[config.mk]
export PLATFORM = sky130hd
export DESIGN_NAME = code_verifier
export DESIGN_NICKNAME = d
export VERILOG_FILES = /design/src/rtl/code_verifier.sv
export SDC_FILE = /design/constraint.sdc
export NUM_CORES = 1
export LEC_CHECK = 0
export CORE_MARGIN = 4
export CORE_UTILIZATION = 25
export DETAILED_ROUTE_END_ITERATION = 8
export GPL_TIMING_DRIVEN = 0
export PLACE_DENSITY_LB_ADDON = 0.25
export SLEW_MARGIN = 40
export SYNTH_ARGS = -nofsm -noshare
export SYNTH_HDL_FRONTEND = slang
export SYNTH_SLANG_ARGS = --single-unit
[constraint.sdc]
create_clock -name sysclk -period 3.8 [get_ports sysclk]
set_clock_uncertainty 0.05 [all_clocks]
set_input_delay 0.76 -clock sysclk [delete_from_list [all_inputs] [get_ports sysclk]]
set_output_delay 0.76 -clock sysclk [all_outputs]
set_load 0.01 [all_outputs]
[src/rtl/code_verifier.sv]
// code_verifier: checks a 5-digit decimal code entered by the user against the
// current and previous hasher keys, pulsing accept/reject and locking out
// further entries after repeated failures until enough key ticks have passed.
module code_verifier #(
    parameter int MAX_FAILS  = 3,
    parameter int LOCK_TICKS = 4
) (
    input  logic        sysclk,
    input  logic        rst_n,
    input  logic        key_tick,
    input  logic [15:0] hash_in,
    input  logic        digit_valid,
    input  logic [3:0]  digit_in,
    input  logic        clear,
    output logic        accept,
    output logic        reject,
    output logic        busy,
    output logic        locked,
    output logic [2:0]  digit_count
);

    localparam logic [2:0] MAX_FAILS_C  = 3'(MAX_FAILS);
    localparam logic [3:0] LOCK_TICKS_C = 4'(LOCK_TICKS);

    typedef enum logic [1:0] {
        IDLE,
        ENTRY,
        CHECK,
        LOCKED
    } state_t;

    state_t      state, state_nxt;
    logic [16:0] acc, acc_nxt;
    logic        bad, bad_nxt;
    logic [2:0]  digit_cnt, digit_cnt_nxt;
    logic [2:0]  fail_cnt, fail_cnt_nxt;
    logic [3:0]  lock_cnt, lock_cnt_nxt;
    logic        accept_nxt, reject_nxt;
    logic [15:0] prev_hash;
    logic        prev_valid;

    logic        digit_ok;
    logic [16:0] digit_val;
    logic [16:0] acc_shift;
    logic        code_match;

    // An illegal BCD digit contributes nothing to the value; the sticky bad
    // flag is what makes the code fail.
    assign digit_ok   = (digit_in <= 4'd9);
    assign digit_val  = digit_ok ? {13'd0, digit_in} : 17'd0;
    assign acc_shift  = (acc * 17'd10) + digit_val;
    assign code_match = !bad && !acc[16] &&
                        ((acc[15:0] == hash_in) ||
                         (prev_valid && (acc[15:0] == prev_hash)));

    assign busy        = (state == ENTRY) || (state == CHECK);
    assign locked      = (state == LOCKED);
    assign digit_count = digit_cnt;

    // Remember the key of the previous time step so a slightly late entry still passes.
    always_ff @(posedge sysclk or negedge rst_n) begin
        if (!rst_n) begin
            prev_hash  <= 16'd0;
            prev_valid <= 1'b0;
        end else if (key_tick) begin
            prev_hash  <= hash_in;
            prev_valid <= 1'b1;
        end
    end

    // State register plus the entry, fail and lockout bookkeeping.
    always_ff @(posedge sysclk or negedge rst_n) begin
        if (!rst_n) begin
            state     <= IDLE;
            acc       <= 17'd0;
            bad       <= 1'b0;
            digit_cnt <= 3'd0;
            fail_cnt  <= 3'd0;
            lock_cnt  <= 4'd0;
            accept    <= 1'b0;
            reject    <= 1'b0;
        end else begin
            state     <= state_nxt;
            acc       <= acc_nxt;
            bad       <= bad_nxt;
            digit_cnt <= digit_cnt_nxt;
            fail_cnt  <= fail_cnt_nxt;
            lock_cnt  <= lock_cnt_nxt;
            accept    <= accept_nxt;
            reject    <= reject_nxt;
        end
    end

    // Next-state logic: collect digits, judge the code for one cycle, and count down lockouts.
    always_comb begin
        state_nxt     = state;
        acc_nxt       = acc;
        bad_nxt       = bad;
        digit_cnt_nxt = digit_cnt;
        fail_cnt_nxt  = fail_cnt;
        lock_cnt_nxt  = lock_cnt;
        accept_nxt    = 1'b0;
        reject_nxt    = 1'b0;

        case (state)
            IDLE: begin
                if (clear) begin
                    acc_nxt       = 17'd0;
                    bad_nxt       = 1'b0;
                    digit_cnt_nxt = 3'd0;
                end else if (digit_valid) begin
                    acc_nxt       = digit_val;
                    bad_nxt       = !digit_ok;
                    digit_cnt_nxt = 3'd1;
                    state_nxt     = ENTRY;
                end
            end
            ENTRY: begin
                if (clear) begin
                    acc_nxt       = 17'd0;
                    bad_nxt       = 1'b0;
                    digit_cnt_nxt = 3'd0;
                    state_nxt     = IDLE;
                end else if (digit_valid) begin
                    acc_nxt       = acc_shift;
                    bad_nxt       = bad | !digit_ok;
                    digit_cnt_nxt = digit_cnt + 3'd1;
                    if (digit_cnt == 3'd4) begin
                        state_nxt = CHECK;
                    end
                end
            end
            CHECK: begin
                acc_nxt       = 17'd0;
                bad_nxt       = 1'b0;
                digit_cnt_nxt = 3'd0;
                if (code_match) begin
                    accept_nxt   = 1'b1;
                    fail_cnt_nxt = 3'd0;
                    state_nxt    = IDLE;
                end else begin
                    reject_nxt = 1'b1;
                    if ((fail_cnt + 3'd1) == MAX_FAILS_C) begin
                        fail_cnt_nxt = 3'd0;
                        lock_cnt_nxt = LOCK_TICKS_C;
                        state_nxt    = LOCKED;
                    end else begin
                        fail_cnt_nxt = fail_cnt + 3'd1;
                        state_nxt    = IDLE;
                    end
                end
            end
            LOCKED: begin
                if (key_tick) begin
                    lock_cnt_nxt = lock_cnt - 4'd1;
                    if (lock_cnt == 4'd1) begin
                        state_nxt = IDLE;
                    end
                end
            end
            default: begin
                state_nxt = IDLE;
            end
        endcase
    end

endmodule

==> flow_summary.json, run 1 <==
{
  "status": "complete, no violations",
  "tightestPinTransition_ns": 0.607,
  "worstPathCellList": "ha_1 -> ha_1 -> fa_1 -> a211oi_1 -> o31ai_4 -> o31ai_2 -> xnor2_2 -> nand3_2 -> nor4_2 -> nand3_1 -> xnor2_1 -> o21ai_1",
  "multi_input_area_sq_um": 2370,
  "clk_latency_ns": 0.29,
  "ctsResizeCount": 0,
  "die_h_um": 130,
  "synthAdderAreaFrac_pct": 14.2,
  "vdd_drop_max_mv": 0.208,
  "drtIter0Drc": 111,
  "synth_top_family_by_area": "simple AND/OR/NAND/NOR gates",
  "synth_top_area_share_pct": 32.9,
  "cts_made_buffers": 5,
  "grt_first_pass_wirelength_um": 14800,
  "slew_viol_final": 0,
  "numPortBuffers": 30,
  "nets": 498,
  "synth_edf_count": 0,
  "finalCritPeriodShare_pct": 93.1,
  "fillers": 1504,
  "track_usage_pct": 10.9,
  "post-route-drc-count": 0,
  "synth_area_sq_um": 3730,
  "ios": 32,
  "rows": 44,
  "rsz0062_at_grt": "false",
  "fin_cells": 617,
  "yosysMostFrequentCell": "dfrtp_1",
  "critPathArrivalTime_ns": 3.65,
  "ff_latch_area_sq_um": 1230,
  "synth_cell_types": 58,
  "die_area_sq_um": 16900,
  "finalHoldViolations": 0,
  "yosys_most_used_dff": "dfrtp_1",
  "critical-path-max-stage-delay_ns": 0.48,
  "cp_max_fo": 5,
  "endpoint_kind": "flip-flop",
  "synth_compound_area_share_pct": 14.6,
  "path_clk_slew_ns": 0.07,
  "gp_congestion": 0.790,
  "worst_path_most_repeated_cell": "ha_1",
  "timing.rr.start": "acc[1]",
  "dp_hpwl_um": 6940,
  "vias": 2873,
  "yosys.area_share.simple_pct": 14.9,
  "worstPathRequired_ns": 3.92,
  "core_area_sq_um": 14600,
  "synth_mux_area_share_pct": 5.37,
  "crit_type": "reg2reg",
  "clk_path_buf_depth": 2,
  "synth_seq_cells": 49,
  "hp-class": "in2async",
  "areaGrowthSynthToFinish_pct": 18.7,
  "p_seq_share_pct": 35.4,
  "startpoint_type": "flip-flop",
  "cts_root_buffer": "clkbuf_16",
  "rrSetupSlack_ns": 0.26,
  "antenna_left": 0,
  "reg2reg_depth": 12,
  "yosysSeqAreaShare_pct": 32.9,
  "drt_pass1_iterations": 4,
  "avgSynthCellArea_sq_um": 9.46,
  "start_util_pct": 25.5,
  "p_leak_nw": 1.83,
  "synth_commonest_cells": "49 x dfrtp_1, 46 x xnor2_1, 39 x ha_1",
  "p_int_mw": 1.26,
  "p_switching_mw": 0.824,
  "via_per_inst": 4.66,
  "cts.sinks": 49,
  "synth_cells": 394,
  "fin_tns_setup_ns": 0,
  "synth_xor_xnor_area_share_pct": 14.5,
  "cts_tree": "done",
  "grt_pass1_vias": 2977,
  "cts_max_level": 2,
  "synthTopCellsByArea": "dfrtp_1 33%, ha_1 13%, xnor2_1 11%",
  "drive_above_1_share_pct": 9.24,
  "antenna_found_initial": 0,
  "grt_max_degree": 30,
  "reg2reg_to": "acc[16]",
  "hold_buffers": 0,
  "clock_power_share_pct": 21.9,
  "n_antenna_cell": 0,
  "power_density_nw_per_um2": 471,
  "wl_per_cell_um": 14.1,
  "fin_crit_ns": 3.54,
  "drv_cap": 0,
  "ys_warn_count": 0,
  "yosys.area.top_type": "dfrtp_1",
  "grt-ovfl-total": 0,
  "critPathSlowestCell": "dfrtp_1",
  "die_w_um": 130,
  "async_flop_share_pct": 100,
  "cts_setup_buffers": 0,
  "comb_power_share_pct": 42.7,
  "dp_cells": 609,
  "routed_wl_um": 8710,
  "fmax_ghz": 0.283,
  "synth_fp_nets": 460,
  "slew_headroom_pct": 59.5,
  "setup_viol": 0,
  "sw_frac_of_total_pct": 39.6
}
## routing by layer
metal  part of all wire [%]  up-vias  track usage [%]  wire length [um]
li1                       -     1477                -                 -
met1                     49     1357             14.8              4260
met2                     46       34             17.7              3990
met3                    4.0        5             2.21               346
met4                    1.3        0             3.00               111
met5                      0        -                0                 0
## worst max-delay path: cells and delay by family, from the launching register on
family / cells / cell delay, ns
flops: 1 / 0.48
compound gates: 4 / 0.89
xor+xnor: 2 / 0.37
simple gates: 3 / 0.60
fa+ha+maj: 3 / 1.01
## metrics by stage
stage,power [mW],setup WS [ns],hold slack [ns],instance area [sq um],util (%)
after CTS,2.11,0.182,0.309,4420,30.3
final,2.08,0.264,0.299,4420,30.3
after floorplan,1.36,0.597,0.389,3730,-
after detailed placement,1.64,0.130,0.405,4280,29.3
after global routing,2.27,0.0138,0.315,4420,30.3
after global placement,1.62,0.154,0.404,4260,29.2
## how the worst max path moves through the flow
| stage | from | endpoint | slack (ns) |
|---|---|---|---|
| floorplan | acc[1] | acc[16] | 0.60 |
| global placement | digit_in[1] | acc[15] | 0.15 |
| detailed placement | digit_in[1] | acc[15] | 0.13 |
| CTS | acc[1] | acc[16] | 0.18 |
| global route | acc[1] | acc[16] | 0.01 |
| finish | acc[1] | acc[16] | 0.26 |
## sequential cells by signal (all words and copies together), names as in the netlist
register	cells
acc	17
prev_hash	16
lock_cnt	4
digit_count	3
fail_cnt	3
state	2
accept	1
bad	1
prev_valid	1
reject	1
## layout make-up
type                            count  area share, %
Timing Repair Buffer               31           7.19
Buffer                             13           1.22
Inverter                           21           1.78
Multi-Input combinational cell    311           53.6
Clock buffer                        5           2.83
Sequential cell                    49           27.7
Tap cell                          184           5.21
Clock inverter                      3          0.509
## power by group through the flow
stage	Clock [mW]	Sequential, mW	Combinational (mW)
after global placement	0	0.745	0.878
after floorplan	0	0.715	0.648
after detailed placement	0	0.749	0.894
final	0.456	0.738	0.888
after CTS	0.471	0.741	0.901
after global routing	0.488	0.758	1.03
## layout by cell type (no fill, tap or decap), types with 2 or more instances in the layout
cell	Yosys	layout
and2_1	2	2
xnor2_2	2	2
nor2_1	14	14
buf_4	1	2
clkbuf_1	9	9
dfrtp_1	49	49
or3_1	3	3
xor2_1	12	12
a221o_1	2	2
o21ai_1	12	12
clkbuf_16	0	5
nand3_1	12	12
mux2_2	16	16
nor4_1	2	2
o31ai_1	2	2
a221oi_1	2	2
ha_1	39	39
o21ai_0	21	21
buf_1	2	2
nor2b_1	5	5
a21oi_1	20	20
nand2b_1	7	7
nand4_1	11	11
a211oi_1	3	3
mux2i_1	2	2
nor3_1	7	7
clkdlybuf4s50_1	0	29
nand2_1	34	34
a21o_1	4	4
o21a_1	3	3
fa_1	2	2
xnor2_1	46	46
clkinvlp_4	0	3
or3b_1	2	2
inv_1	20	20
## cell families (layout without fill, tap and decap cells)
group | Yosys count | count (layout)
adders and majority gates | 41 | 41
buffers and inverters | 34 | 73
DFF | 49 | 49
xor gates and xnor gates | 60 | 60
AOI/OAI and AO/OA | 84 | 84
muxes | 18 | 18
and+or+nand+nor | 108 | 108
(Power assumes the default switching activity.)
==> run 2, diff against run 1 <==
DONT_BUFFER_PORTS = 1   (was unset)
==> run 2 against run 1 <==
Against the previous run: sequential share of layout area is 2.2 points higher; clock power decreased by 5.9%; power fell by 5.1%; fmax up 1.4%; final area is 7.3% lower; non-clock buffer count decreased by 31; routed wire length fell by 0.15%; sequential power grew 1%; highest routed layer unchanged.
==> flow_summary.json, run 2 (same netlist as run 1, synthesis figures left out) <==
{
  "clk_latency_ns": 0.29,
  "finalCritPeriodShare_pct": 91.7,
  "grt-ovfl-total": 0,
  "endpoint_kind": "flip-flop",
  "placed_area_sq_um": 3960,
  "met3_length_um": 410,
  "crit_type": "reg2reg",
  "ios": 32,
  "cts_setup_buffers": 0,
  "worstPathCellList": "ha_1 -> ha_1 -> fa_1 -> a211oi_2 -> o31ai_4 -> o31ai_2 -> xnor2_2 -> nand3_2 -> nor4_2 -> nand3_1 -> xnor2_1 -> o21ai_1",
  "cts_max_level": 2,
  "routed_wl_um": 8700,
  "reg_top3": "acc x17, prev_hash x16, lock_cnt x4",
  "startpoint_type": "flip-flop",
  "drt_pass1_iterations": 4,
  "grt_pass1_vias": 2830,
  "wl_met2_um": 3950,
  "drv_cap": 0,
  "track_usage_pct": 10.8,
  "drive_above_1_share_pct": 8.96,
  "fillers": 1525,
  "highest-signal-layer": "met4",
  "largest_reg_flops": 17,
  "die_h_um": 130,
  "tightestPinTransition_ns": 0.616,
  "drtIter0Drc": 123,
  "antenna_left": 0,
  "p_leak_nw": 1.71,
  "cts_made_buffers": 5,
  "fin_crit_ns": 3.49,
  "grt_first_pass_wirelength_um": 14500,
  "start_util_pct": 25.5,
  "vdd_drop_max_mv": 0.186,
  "antenna_found_initial": 0,
  "rows": 44,
  "stdcell_area_sq_um": 4100,
  "slew_viol_final": 0,
  "areaGrowthSynthToFinish_pct": 9.97,
  "numPortBuffers": 0,
  "clk_path_buf_depth": 2,
  "multi_input_area_sq_um": 2370,
  "gp_congestion": 0.794,
  "rrSetupSlack_ns": 0.31,
  "rsz0062_at_grt": "false",
  "final_common_cell": "dfrtp_1",
  "cts_root_buffer": "clkbuf_16",
  "ctsResizeCount": 0,
  "cts_tree": "done",
  "critPathArrivalTime_ns": 3.59,
  "critical-path-max-stage-delay_ns": 0.48,
  "cp_max_fo": 5,
  "die_area_sq_um": 16900,
  "power_density_nw_per_um2": 482,
  "mostFrequentLayoutCells": "49 x dfrtp_1, 46 x xnor2_1, 39 x ha_1",
  "fin_ws_ns": 0.314,
  "fin_tns_setup_ns": 0,
  "setup_viol": 0,
  "vias": 2706,
  "critPathSlowestCell": "dfrtp_1",
  "path_clk_slew_ns": 0.07,
  "met1Wirelength_um": 4230,
  "top_register": "acc",
  "post-route-drc-count": 0,
  "dp_slack_ns": 0.141,
  "cts.sinks": 49,
  "fmax_ghz": 0.287,
  "slew_headroom_pct": 58.9,
  "status": "complete, no violations",
  "core_area_sq_um": 14600,
  "grt_max_degree": 50,
  "dp_hpwl_um": 6940,
  "finalHoldViolations": 0,
  "n_antenna_cell": 0,
  "hp-class": "in2async",
  "die_w_um": 130,
  "worst_path_most_repeated_cell": "ha_1",
  "hold_buffers": 0,
  "via_per_inst": 4.62,
  "wl_per_cell_um": 14.8,
  "worstPathRequired_ns": 3.90,
  "nets": 467,
  "ff_latch_area_sq_um": 1230
}
-- run 2: layer usage --
layer / up-vias / track usage [%]
li1: 1402 / -
met1: 1270 / 14.2
met2: 28 / 17.8
met3: 6 / 2.50
met4: 0 / 2.93
met5: - / 0
-- run 2: power by group --
group | switching, mW | internal, mW | leakage [nW]
combinational | 0.464 | 0.335 | 1.02
sequential | 0.126 | 0.622 | 0.624
clock | 0.184 | 0.245 | 0.0652
-- run 2: final timing paths --
check                      startpoint          to  cells after the start
max                            acc[1]     acc[16]                     12
min                             rst_n      reject                      0
max reg2reg                    acc[1]     acc[16]                     12
min reg2reg                prev_valid  prev_valid                      1
max in group asynchronous       rst_n     acc[12]                      0
min in group sysclk        prev_valid  prev_valid                      1
-- run 2: layout make-up --
| cell class | count | area share [%] |
|---|---|---|
| Inverter | 21 | 1.92 |
| Sequential cell | 49 | 29.9 |
| Multi-Input combinational cell | 311 | 57.9 |
| Clock buffer | 8 | 3.33 |
| Buffer | 13 | 1.31 |
| Tap cell | 184 | 5.62 |
-- run 2: metrics by stage --
step	hold WS (ns)	util, %	std cells	power, mW
global placement	0.407	27.1	578	1.54
floorplan	0.389	-	394	1.36
detailed placement	0.408	27.1	578	1.57
global route	0.0990	28.1	586	2.15
CTS	0.106	28.1	586	2.01
finish	0.117	28.1	586	1.98
-- run 2: critical path, delay by kind of cell, from the launching register on --
kind                     cells  cell delay, ns
AO/OA/AOI/OAI                4            0.81
XOR/XNOR                     2            0.39
adder cells (fa/ha/maj)      3            1.02
flip-flops                   1            0.48
AND/OR/NAND/NOR              3            0.60
